`src/rtl/sext_pipe.sv`:
```
// Immediate extractor for RV32/RV64 formats behind a two-entry skid buffer.
// Output and skid entries are fully registered; in_ready never depends on out_ready.

module sext_dec #(
  parameter int XLEN = 32
) (
  input  logic [24:0]     inst_i,
  input  logic [2:0]      op_i,
  output logic [XLEN-1:0] imm_o,
  output logic            err_o
);

  logic        s;
  logic [31:0] imm32;

  assign s = inst_i[24];

  // Every format is first built as a 32-bit value; widening to 64 then reduces to
  // replicating bit 31, which is zero for the zero-extended Z/SHAMT cases.
  always_comb begin
    imm32 = '0;
    err_o = 1'b0;
    case (op_i)
      3'b000:  imm32 = {{20{s}}, inst_i[24:13]};
      3'b001:  imm32 = {{20{s}}, inst_i[24:18], inst_i[4:0]};
      3'b010:  imm32 = {{20{s}}, inst_i[0], inst_i[23:18], inst_i[4:1], 1'b0};
      3'b011:  imm32 = {inst_i[24:5], 12'b0};
      3'b100:  imm32 = {{12{s}}, inst_i[12:5], inst_i[13], inst_i[23:14], 1'b0};
      3'b101:  imm32 = {27'b0, inst_i[12:8]};
      3'b110:  imm32 = {26'b0, (XLEN == 64) && inst_i[18], inst_i[17:13]};
      default: err_o = 1'b1;
    endcase
  end

  if (XLEN == 64) begin : g_x64
    assign imm_o = {{32{imm32[31]}}, imm32};
  end else begin : g_x32
    assign imm_o = imm32;
  end

endmodule

module sext_pipe #(
  parameter int XLEN  = 32,
  parameter int TAG_W = 5,
  parameter int CNT_W = 16
) (
  input  logic             clk,
  input  logic             rst_n,
  input  logic             flush,
  input  logic             in_valid,
  output logic             in_ready,
  input  logic [24:0]      inst_i,
  input  logic [2:0]       sext_op,
  input  logic [TAG_W-1:0] in_tag,
  output logic             out_valid,
  input  logic             out_ready,
  output logic [XLEN-1:0]  imm,
  output logic [TAG_W-1:0] out_tag,
  output logic             out_err,
  output logic [CNT_W-1:0] err_cnt
);

  typedef struct packed {
    logic [XLEN-1:0]  imm;
    logic [TAG_W-1:0] tag;
    logic             err;
  } ent_t;

  ent_t             new_ent;
  ent_t             out_q, out_d, skid_q, skid_d;
  logic             out_vld_q, out_vld_d, skid_vld_q, skid_vld_d;
  logic [CNT_W-1:0] cnt_q, cnt_d;
  logic             accept, drain;

  sext_dec #(.XLEN(XLEN)) u_dec (
    .inst_i (inst_i),
    .op_i   (sext_op),
    .imm_o  (new_ent.imm),
    .err_o  (new_ent.err)
  );
  assign new_ent.tag = in_tag;

  assign accept = in_valid && !skid_vld_q;
  assign drain  = out_vld_q && out_ready;

  always_comb begin
    out_d      = out_q;
    out_vld_d  = out_vld_q;
    skid_d     = skid_q;
    skid_vld_d = skid_vld_q;
    if (flush) begin
      out_vld_d  = 1'b0;
      skid_vld_d = 1'b0;
    end else if (!out_vld_q || drain) begin
      // OUT frees up this edge: refill from SKID first to keep FIFO order.
      if (skid_vld_q) begin
        out_d      = skid_q;
        out_vld_d  = 1'b1;
        skid_vld_d = accept;
        if (accept) skid_d = new_ent;
      end else begin
        out_vld_d = accept;
        if (accept) out_d = new_ent;
      end
    end else if (accept) begin
      skid_d     = new_ent;
      skid_vld_d = 1'b1;
    end
  end

  always_comb begin
    cnt_d = cnt_q;
    if (accept && !flush && new_ent.err && (cnt_q != '1)) cnt_d = cnt_q + CNT_W'(1);
  end

  always_ff @(posedge clk or negedge rst_n) begin
    if (!rst_n) begin
      out_q      <= '0;
      out_vld_q  <= 1'b0;
      skid_q     <= '0;
      skid_vld_q <= 1'b0;
      cnt_q      <= '0;
    end else begin
      out_q      <= out_d;
      out_vld_q  <= out_vld_d;
      skid_q     <= skid_d;
      skid_vld_q <= skid_vld_d;
      cnt_q      <= cnt_d;
    end
  end

  assign in_ready  = !skid_vld_q;
  assign out_valid = out_vld_q;
  assign imm       = out_q.imm;
  assign out_tag   = out_q.tag;
  assign out_err   = out_q.err;
  assign err_cnt   = cnt_q;

endmodule
```
`config.mk`:
```
export PLATFORM = sky130hd
export DESIGN_NAME = sext_pipe
export DESIGN_NICKNAME = d
export VERILOG_FILES = /design/src/rtl/sext_pipe.sv
export SDC_FILE = /design/constraint.sdc
export NUM_CORES = 1
export LEC_CHECK = 0
export BUFFER_PORTS_ARGS = -buffer_cell sky130_fd_sc_hd__buf_2
export CORE_MARGIN = 3
export CORE_UTILIZATION = 54
export CTS_CLUSTER_SIZE = 40
export DETAILED_ROUTE_END_ITERATION = 10
export PLACE_DENSITY_LB_ADDON = 0.25
export SYNTH_ARGS = -nofsm -noshare
export SYNTH_HDL_FRONTEND = slang
export SYNTH_SLANG_ARGS = --single-unit
```
`constraint.sdc`:
```
create_clock -name clk -period 2.1 [get_ports clk]
set_input_delay 0.315 -clock clk [delete_from_list [all_inputs] [get_ports clk]]
set_output_delay 0.315 -clock clk [all_outputs]
set_load 0.02 [all_outputs]
```
======== After elaboration in Yosys (flattened, before gate mapping) ========
Index checks and enable logic that the tools add are counted.
word-level totals
  bits in registers ....................... 94
  input port bits ......................... 38
  word-level logic and storage cells ...... 49
operators by class
  add/sub/neg operators ................... 1
  equality and inequality tests ........... 8
  multiplexer cells ....................... 14
  bitwise gates (word level) .............. 1
  reduce and logical (&&, ||, !) cells .... 16
operators with widths
  cell                                                              number
  32-bit one-hot mux with 7 select lines                            1
  38-bit 2-to-1 mux                                                 5
  16-bit by 1-bit adder with 16-bit output (second input constant)  1
  16-bit inequality test (second input constant)                    1
  3-bit == test (second input constant)                             3
  1-bit 2-to-1 mux                                                  8
  7-bit OR reduction                                                1
  3-bit by 2-bit == test with 1-bit output (second input constant)  2
  1-bit logical AND                                                 5
  2-bit nonzero test                                                2
  3-bit by 1-bit == test with 1-bit output (second input constant)  1
  1-bit logical NOT                                                 3
  3-bit logical NOT                                                 1
  3-bit AND reduction                                               1
  3-bit nonzero test                                                1
  2-bit inequality test (second input constant)                     1
  2-bit AND reduction                                               1
  1-bit logical OR                                                  1
  1-bit inverter                                                    1

======== Depth between registers and ports, before layout ========
Gate-level depths: netlist of the first run.
  word-level depth ........................ 6
  gate-level depth with buffers ........... 6

======== By module ========
A second synthesis of the first run with hierarchy kept.
second synthesis, totals
  cell total of the unflattened synthesis .. 413
  area, all modules ....................... 4663.2 um^2
modules (own cells, without submodules)
  module     instances  cells an instance  area an instance (um^2)
  sext_pipe  1          326                4077.7
  sext_dec   1          87                 585.6

======== Least setup slack after synthesis of the first run ========
Ideal clock, no wire load.
  kind .................................... register to register
  start ................................... register cnt_q[0], in the netlist err_cnt[0]
  end ..................................... register cnt_q[1], in the netlist err_cnt[1]
  library setup time ...................... 0.125 ns
  arrival time ............................ 1.750 ns
  data required time ...................... 1.975 ns
  setup slack ............................. 0.225 ns
  stages on the path, launching flop included .. 6
  cell sequence ........................... dfrtp_1 ha_1 nand4_4 nor4_4 nor2_2 mux2_4
between the ends
  longest elaborated chain between the ends .. 2
RTL lines
  element                                                                           RTL line  RTL
  start: declaration                                                                73        logic [CNT_W-1:0] cnt_q, cnt_d;
  start signal: assignment                                                          129       cnt_q <= cnt_d;
  branches (longest 2 deep; another with 16-bit by 1-bit adder with 16-bit output)  n/a
Parallel ways; which one is timed is not known.
A chain may end at the register's enable or synchronous reset.

======== Worst setup path after layout of the first run ========
Ends and elaborated chain as after synthesis.

==> flow_summary.json, run 1 <==
{
  "cts-root-buf": "clkbuf_8",
  "r2r_cells": 5,
  "relSlewSlack": 0.669,
  "hold_violations": 0,
  "final_nets": 649,
  "htree_num_levels": 3,
  "p_int_mw": 2.93,
  "setup_viol": 0,
  "hold_class": "in2reg",
  "synthAdderAreaFrac": 0.00503,
  "dp.cells": 703,
  "cts_tree": "yes",
  "firstDrtPassIters": 5,
  "track_usage": 0.244,
  "fin_skew_ns": 0.00884,
  "drc": 0,
  "placed_area_sq_um": 5340,
  "die_h_um": 99.6,
  "drt_iter0_markers": 227,
  "rsz0062_at_grt": "no",
  "initial_core_util": 0.564,
  "critPathMaxFanout": 8,
  "dp_hpwl_um": 8130,
  "ys_types": 48,
  "io_pins": 94,
  "synthXorXnorAreaFrac": 0.0259,
  "post-place-ws_ns": 0.227,
  "ys_ff_latch": 94,
  "cts_setup_buffers": 0,
  "place.port_buffers": 93,
  "slowest_stage": "nor4_4",
  "status": "finished, final reports clean",
  "antenna_left": 0,
  "path_class": "reg2reg",
  "grt_first_pass_wirelength_um": 19500,
  "drive_above_1_share": 0.244,
  "grt_pass1_vias": 4108,
  "p_seq_frac": 0.524,
  "start_kind": "flop",
  "cts_buffers": 9,
  "p_leak_nw": 2.62,
  "period_share": 0.898,
  "cap_violations": 0,
  "end_kind": "flop",
  "seq_area_frac_synth": 0.497,
  "arrival_ns": 2.13,
  "grt_max_degree": 42,
  "cp.depth": 5,
  "viasPerCell": 5.81,
  "ctsResizeCount": 0,
  "clock_latency_ns": 0.36,
  "setup_tns_ns": 0,
  "tightest_slew_ns": 0.497,
  "final.min_clock_period_ns": 1.89,
  "cpLargestDelayFamily": "simple AND/OR/NAND/NOR gates",
  "clkTransAtPathRegs_ns": 0.09,
  "combPwrFrac": 0.230,
  "p_per_area_nw_per_um2": 795,
  "critical_path_required_ns": 2.35,
  "wl_um": 11600,
  "synth_fp_nets": 567,
  "whs_ns": 0.195,
  "synth_top_family_by_area": "simple AND/OR/NAND/NOR gates",
  "fmax_mhz": 530,
  "critPathBufInv": 0,
  "area_delta_synth_final_pct": 16.7,
  "row_count": 33,
  "antenna_found_initial": 0,
  "syn_area_per_cell_sq_um": 8.96,
  "dieArea_sq_um": 9920,
  "antenna_cells": 0,
  "wl_per_cell_um": 16.1,
  "swShare": 0.332,
  "synthMuxAreaShare": 0.0532,
  "synthCells": 528,
  "die_w_um": 99.6,
  "yosysWarningCount": 0,
  "synthFlopType": "dfrtp_1",
  "synth-compound-area-share": 0.149,
  "netlist_area_sq_um": 4730,
  "synth_edf_count": 0,
  "cts_max_path_buffers": 2,
  "layout_setup_ws_ns": 0.214,
  "cts_hold_buffers": 1,
  "coreArea_sq_um": 8380,
  "vias": 4186,
  "cts.sinks": 94,
  "max-vdd-ir-drop_mv": 0.421,
  "maxSlewViolCount": 0,
  "critical_path.max_stage_delay_ns": 0.52,
  "grt_overflow": 0,
  "finalNonFillerCells": 720,
  "gp_congestion": 0.955,
  "min_path_cells": 2,
  "cp_cell_sequence": "ha_1, nand4_4, nor4_4, nor2_2, mux2_4",
  "synthSimpleGateAreaFrac": 0.231,
  "finish.instance_area_sq_um": 5520,
  "ys_async_sr_fraction": 1.00,
  "clkPwrFrac": 0.246,
  "switchingPower_mw": 1.46
}
==> cells by family (layout without fill, tap and decap cells) <==
kind of cell,Yosys count,in the layout
mux,23,23
buf+inv,46,133
xor+xnor,14,14
flops,94,94
compound gates,136,136
simple gates,213,213
fa+ha+maj,2,2
==> cells in the final DEF (no fill, tap or decap), types with 9 or more instances in the layout <==
master / n
nor3_1: 17
nor2_1: 47
nand2b_1: 9
mux2_2: 13
dfrtp_1: 94
nand3b_1: 14
xor2_1: 10
buf_2: 92
nand3_1: 16
clkbuf_8: 9
mux2i_1: 9
nand2_1: 69
a21oi_1: 47
and3_1: 12
o21ai_0: 79
buf_4: 16
==> cell usage after synthesis, types with 5 or more instances <==
| cell | instances | area share |
|---|---|---|
| a21oi_1 | 47 | 0.050 |
| and3_1 | 12 | 0.016 |
| buf_2 | 10 | 0.011 |
| clkbuf_1 | 27 | 0.021 |
| dfrtp_1 | 94 | 0.50 |
| inv_1 | 5 | 0.0040 |
| mux2_2 | 13 | 0.031 |
| mux2i_1 | 9 | 0.019 |
| nand2_1 | 69 | 0.055 |
| nand2b_1 | 9 | 0.012 |
| nand3_1 | 16 | 0.017 |
| nand3b_1 | 14 | 0.022 |
| nor2_1 | 47 | 0.037 |
| nor3_1 | 17 | 0.018 |
| nor4_1 | 5 | 0.0066 |
| o21ai_0 | 79 | 0.084 |
| xor2_1 | 10 | 0.019 |
==> worst paths after layout <==
path | start | to | slack [ns]
min | in_tag[0] | skid_q[1] | 0.19
min in group asynchronous | rst_n | out_tag[2] | 0.46
max reg2reg | err_cnt[0] | err_cnt[1] | 0.21
max | err_cnt[0] | err_cnt[1] | 0.21
max in group asynchronous | rst_n | imm[12] | 1.11
min reg2reg | out_tag[0] | out_tag[0] | 0.48
==> stage by stage <==
stage / power [mW] / utilization
after floorplan: 2.94 / -
final: 4.39 / 0.659
after CTS: 4.43 / 0.659
after global routing: 4.63 / 0.659
after detailed placement: 3.35 / 0.637
after global placement: 3.30 / 0.637
==> sequential cells by signal (all words and copies together), names as in the netlist <==
register and cells:
out_err 1, out_tag 5, skid_q 38, err_cnt 16, imm 32, out_valid 1, skid_vld_q 1
==> power groups by stage <==
| stage | clock (mW) | sequential (mW) | combinational, mW |
|---|---|---|---|
| 6_report | 1.08 | 2.30 | 1.01 |
| 4_1_cts | 1.11 | 2.30 | 1.02 |
| 5_1_grt | 1.17 | 2.34 | 1.12 |
| 3_3_place_gp | 0 | 2.31 | 0.988 |
| 3_5_place_dp | 0 | 2.33 | 1.01 |
| 2_1_floorplan | 0 | 2.49 | 0.447 |
==> area by class of cell <==
class,instances,area (sq um)
Multi-Input combinational cell,388,2200
Timing Repair Buffer,112,651
Clock inverter,5,36.3
Fill cell,728,2860
Inverter,5,18.8
Tap cell,105,131
Clock buffer,11,131
Sequential cell,94,2350
==> metal layers <==
metal | vias up | GRT usage | share of wire
met2 | 158 | 0.386 | 0.46
met1 | 2017 | 0.340 | 0.46
met5 | - | 0 | 0
met3 | 14 | 0.0512 | 0.067
li1 | 1997 | - | -
met4 | 0 | 0.0714 | 0.017
Note: power is estimated with default switching activity, not from simulation.
==> inputs of run 2 (changes only) <==
--- a/config.mk
+++ b/config.mk
@@ -5,6 +5,7 @@
 export SDC_FILE = /design/constraint.sdc
 export NUM_CORES = 1
 export LEC_CHECK = 0
+export ABC_AREA = 1
 export BUFFER_PORTS_ARGS = -buffer_cell sky130_fd_sc_hd__buf_2
 export CORE_MARGIN = 3
 export CORE_UTILIZATION = 54
@@ -14,3 +15,4 @@
 export SYNTH_ARGS = -nofsm -noshare
 export SYNTH_HDL_FRONTEND = slang
 export SYNTH_SLANG_ARGS = --single-unit
+export TNS_END_PERCENT = 1
==> flow_summary.json, run 2 <==
{
  "synth_edf_count": 0,
  "firstDrtPassIters": 4,
  "rsz0062_at_grt": "no",
  "die_h_um": 100,
  "start_kind": "flop",
  "place.port_buffers": 93,
  "vias": 4406,
  "critical_path.max_stage_delay_ns": 0.42,
  "grt_first_pass_wirelength_um": 19800,
  "gp_congestion": 0.883,
  "synthFlopType": "dfrtp_1",
  "wl_um": 11400,
  "cp_cell_sequence": "inv_2, buf_4, buf_2",
  "setup_tns_ns": 0,
  "grt_max_degree": 64,
  "cap_violations": 0,
  "fin_util": 0.659,
  "arrival_ns": 1.42,
  "syn_area_per_cell_sq_um": 7.46,
  "reg2reg_to": "err_cnt[6]",
  "critical_path_required_ns": 1.78,
  "period_share": 0.828,
  "htree_num_levels": 3,
  "row_count": 33,
  "final_cell_mix": "255 x nand2_1, 94 x dfrtp_1, 92 x buf_2",
  "grt_overflow": 0,
  "synth_area_leaders": "dfrtp_1 49%, nand2_1 20%, o21ai_0 6.4%, nor2_1 4.8%, inv_1 3.2%",
  "largest_register_ffs": 38,
  "ys_async_sr_fraction": 1.00,
  "min_to": "out_valid",
  "r2r_cells": 6,
  "synth.most_common_cell": "nand2_1",
  "slowest_stage": "dfrtp_1",
  "cts_max_path_buffers": 2,
  "grt_pass1_vias": 4173,
  "reg2reg_slack_ns": 0.36,
  "wl_per_cell_um": 13.6,
  "drive_above_1_share": 0.184,
  "tightest_slew_ns": 0.518,
  "maxSlewViolCount": 0,
  "regMostFlops": "skid_q",
  "antenna_left": 0,
  "antenna_cells": 0,
  "p_leak_nw": 3.11,
  "track_usage": 0.241,
  "ys_types": 31,
  "hold_violations": 0,
  "dp_hpwl_um": 7960,
  "cts_tree": "yes",
  "p_per_area_nw_per_um2": 790,
  "hold_class": "in2reg",
  "seq_area_sq_um": 2350,
  "seq_area_frac_synth": 0.490,
  "drt_iter0_markers": 277,
  "end_kind": "output port",
  "final_nets": 769,
  "worstHoldStart": "flush",
  "yosysWarningCount": 0,
  "setup_viol": 0,
  "antenna_found_initial": 0,
  "min_path_cells": 2,
  "finalNonFillerCells": 840,
  "worstReg2RegStart": "err_cnt[1]",
  "die_w_um": 100,
  "status": "finished, final reports clean",
  "synthCells": 644,
  "cts-root-buf": "clkbuf_8",
  "netlist_area_sq_um": 4800,
  "critPathMaxFanout": 32,
  "fmax_mhz": 575,
  "cts.sinks": 94,
  "viasPerCell": 5.25,
  "synth_fp_nets": 683,
  "max-vdd-ir-drop_mv": 0.427,
  "coreArea_sq_um": 8420,
  "relSlewSlack": 0.654,
  "yosysTopAreaCell": "dfrtp_1",
  "multiInputGateArea_sq_um": 2140,
  "dieArea_sq_um": 10100,
  "final_common_cell": "nand2_1",
  "initial_core_util": 0.570,
  "ctsResizeCount": 0,
  "fill_cells": 749,
  "fin_skew_ns": 0.00666,
  "path_class": "reg2out",
  "synth_common_cells": "256 x nand2_1, 94 x dfrtp_1, 61 x nor2_1, 61 x o21ai_0, 41 x inv_1",
  "yosysTopAreaCellShare": 0.490,
  "clock_latency_ns": 0.35,
  "whs_ns": 0.214,
  "clkTransAtPathRegs_ns": 0.09,
  "cts_setup_buffers": 0,
  "dp.cells": 823,
  "final.min_clock_period_ns": 1.74,
  "drc": 0,
  "area_delta_synth_final_pct": 15.6,
  "ys_ff_latch": 94,
  "io_pins": 94,
  "cts_buffers": 9
}
run 2: area by class of cell:
cell class	instances	share of cell area
Tap cell	105	0.0237
Clock buffer	11	0.0273
Clock inverter	5	0.00609
Timing Repair Buffer	104	0.104
Multi-Input combinational cell	476	0.385
Inverter	45	0.0304
Sequential cell	94	0.424
run 2: power by group:
group / internal [mW] / total (mW) / switching [mW] / leakage, nW
clock network: 0.494 / 1.14 / 0.644 / 0.0913
logic: 0.343 / 0.963 / 0.620 / 1.80
registers: 2.12 / 2.29 / 0.169 / 1.22
total: 2.95 / 4.39 / 1.43 / 3.11
run 2: through the flow:
stage / worst slack (ns) / area (sq um) / total power [mW]
finish: 0.361 / 5550 / 4.39
global route: 0.209 / 5550 / 4.65
CTS: 0.338 / 5550 / 4.42
detailed placement: 0.392 / 5360 / 3.29
global placement: 0.432 / 5360 / 3.25
floorplan: 0.508 / 4800 / 2.91
run 2: timing repair:
action | in CTS | in global routing
setup endpoints to repair | 0 | 0
hold endpoints to repair | 31 | 0
hold buffers | 1 | 0
run 2: metal layers:
layer	vias up	part of all wire	routed length (um)	global-route usage
li1	2208	-	-	-
met1	2050	0.45	5140	0.342
met2	142	0.48	5480	0.386
met3	6	0.065	749	0.0361
met4	0	0.0071	81	0.0674
met5	-	0	0	0
run 2: cells by family (layout without fill, tap and decap cells):
logic type	after synthesis	after routing	share of synthesized area
fa+ha+maj	1	1	0.00261
compound gates	101	101	0.111
flops	94	94	0.490
buf+inv	74	165	0.0659
xor+xnor	8	8	0.0146
simple gates	366	366	0.316
run 2: how the worst max path moves through the flow:
stage,from,to,cells after the start
6_report,skid_vld_q,in_ready,3
5_1_grt,err_cnt[1],err_cnt[6],6
4_1_cts,skid_vld_q,in_ready,3
3_5_place_dp,err_cnt[1],err_cnt[6],6
3_3_place_gp,err_cnt[0],err_cnt[2],6
2_1_floorplan,err_cnt[1],err_cnt[3],8
run 2: critical path, delay by kind of cell, from the launching register on:
| kind | cells | cell delay [ns] |
|---|---|---|
| DFF | 1 | 0.42 |
| buffers and inverters | 3 | 0.65 |
==> inputs of run 3 (changes only) <==
--- a/config.mk
+++ b/config.mk
@@ -8,7 +8,7 @@
 export ABC_AREA = 1
 export BUFFER_PORTS_ARGS = -buffer_cell sky130_fd_sc_hd__buf_2
 export CORE_MARGIN = 3
-export CORE_UTILIZATION = 54
+export CORE_UTILIZATION = 50
 export CTS_CLUSTER_SIZE = 40
 export DETAILED_ROUTE_END_ITERATION = 10
 export PLACE_DENSITY_LB_ADDON = 0.25
==> constraint.sdc (replaced) <==
create_clock -name clk -period 1.47 [get_ports clk]
set_input_delay 0.2205 -clock clk [delete_from_list [all_inputs] [get_ports clk]]
set_output_delay 0.2205 -clock clk [all_outputs]
set_load 0.02 [all_outputs]
==> flow_summary.json, run 3 (synthesis gave the netlist of run 2 again) <==
{
  "status": "finished, final reports clean",
  "rsz0062_at_grt": "yes",
  "final_common_cell": "nand2_1",
  "p_leak_nw": 3.30,
  "io_pins": 94,
  "hold_violations": 0,
  "end_kind": "output port",
  "grt_max_degree": 48,
  "wl_per_cell_um": 14.9,
  "htree_num_levels": 3,
  "gp_congestion": 0.918,
  "cts_buffers": 9,
  "drt_iter0_markers": 375,
  "row_count": 35,
  "fin_skew_ns": 0.0118,
  "setup_viol": 0,
  "viasPerCell": 5.23,
  "area_delta_synth_final_pct": 24.8,
  "die_h_um": 104,
  "layout_setup_ws_ns": 0.0335,
  "slowest_stage": "dfrtp_2",
  "dp_hpwl_um": 8780,
  "clkTransAtPathRegs_ns": 0.09,
  "critical_path.max_stage_delay_ns": 0.46,
  "cp_cell_sequence": "inv_6, buf_12, buf_6",
  "largest_register_ffs": 38,
  "cts_tree": "yes",
  "fill_cells": 837,
  "arrival_ns": 1.22,
  "track_usage": 0.239,
  "p_per_area_nw_per_um2": 1120,
  "grt_first_pass_wirelength_um": 21300,
  "start_kind": "flop",
  "final_nets": 792,
  "firstDrtPassIters": 5,
  "vias": 4636,
  "hold_class": "in2reg",
  "cap_violations": 0,
  "multiInputGateArea_sq_um": 2190,
  "max-vdd-ir-drop_mv": 0.743,
  "grt_overflow": 0,
  "maxSlewViolCount": 0,
  "final.min_clock_period_ns": 1.44,
  "antenna_found_initial": 0,
  "cts-root-buf": "clkbuf_8",
  "final_cell_mix": "254 x nand2_1, 91 x buf_2, 87 x dfrtp_1",
  "grt_pass1_vias": 4443,
  "clock_latency_ns": 0.37,
  "wl_um": 13200,
  "fmax_mhz": 696,
  "tightest_slew_ns": 0.437,
  "post-place-ws_ns": -0.151,
  "finish.instance_area_sq_um": 5990,
  "period_share": 0.977,
  "initial_core_util": 0.517,
  "path_class": "reg2out",
  "antenna_left": 0,
  "antenna_cells": 0,
  "drive_above_1_share": 0.228,
  "relSlewSlack": 0.707,
  "critPathMaxFanout": 12,
  "regMostFlops": "skid_q",
  "die_w_um": 104,
  "critical_path_required_ns": 1.25,
  "dieArea_sq_um": 10800,
  "place.port_buffers": 93,
  "seq_area_sq_um": 2360,
  "coreArea_sq_um": 9280,
  "placed_area_sq_um": 5610,
  "cts_max_path_buffers": 2,
  "drc": 0,
  "fin_util": 0.646,
  "setup_tns_ns": 0,
  "cts.sinks": 94
}
run 3: changes by cell type in the layout (fill, tap and decap cells not counted), moves of 5 or more:
cell,before,now
buf_4,9,22
dfrtp_2,0,7
nor2_1,61,55
buf_12,2,7
dfrtp_1,94,87
run 3: metrics by stage:
stage,hold slack (ns),power (mW),instances
2_1_floorplan,-0.0751,4.19,644
3_3_place_gp,0.179,4.73,866
3_5_place_dp,0.175,4.79,866
4_1_cts,0.0511,6.71,883
5_1_grt,0.0747,7.08,887
6_report,0.0801,6.72,887
run 3: area by class of cell:
type,count,area share
Multi-Input combinational cell,476,0.366
Tap cell,129,0.0269
Clock inverter,6,0.0142
Clock buffer,10,0.0230
Sequential cell,94,0.394
Inverter,45,0.0294
Timing Repair Buffer,127,0.147
run 3: path summary, 6_finish.rpt:
kind                             from         end  slack, ns  cells after the start
min in group asynchronous       rst_n  out_tag[0]       0.31                      2
min                             flush   out_valid       0.08                      2
max reg2reg                skid_vld_q  skid_q[11]       0.06                      7
max                        skid_vld_q    in_ready       0.03                      3
min reg2reg                   imm[29]     imm[29]       0.48                      2
max in group asynchronous       rst_n  skid_vld_q       0.61                      3
run 3: per-layer routing:
metal  wire [um]  vias to the layer above  global-route usage
li1            -                     2252                   -
met2        6220                      184               0.376
met5           0                        -                   0
met4         284                        0              0.0855
met3         909                       34              0.0435
met1        5810                     2166               0.333
run 3: repair_timing:
action                                  in CTS  in global routing
hold buffers                                 1                  0
endpoints found under the setup margin      18                 74
cloned                                       0                  3
pin swaps                                    0                  3
buffers inserted                             0                  1
resized for setup                            4                 20
endpoints found under the hold margin       25                  0
run 3: power by group:
group | switching, mW | internal, mW
Clock | 0.934 | 0.998
Combinational | 0.957 | 0.567
Sequential | 0.238 | 3.03
run 3: critical path: cells and delay by family, from the launching register on:
kind	cells	cell delay, ns
buffers and inverters	3	0.38
flip-flops	1	0.46
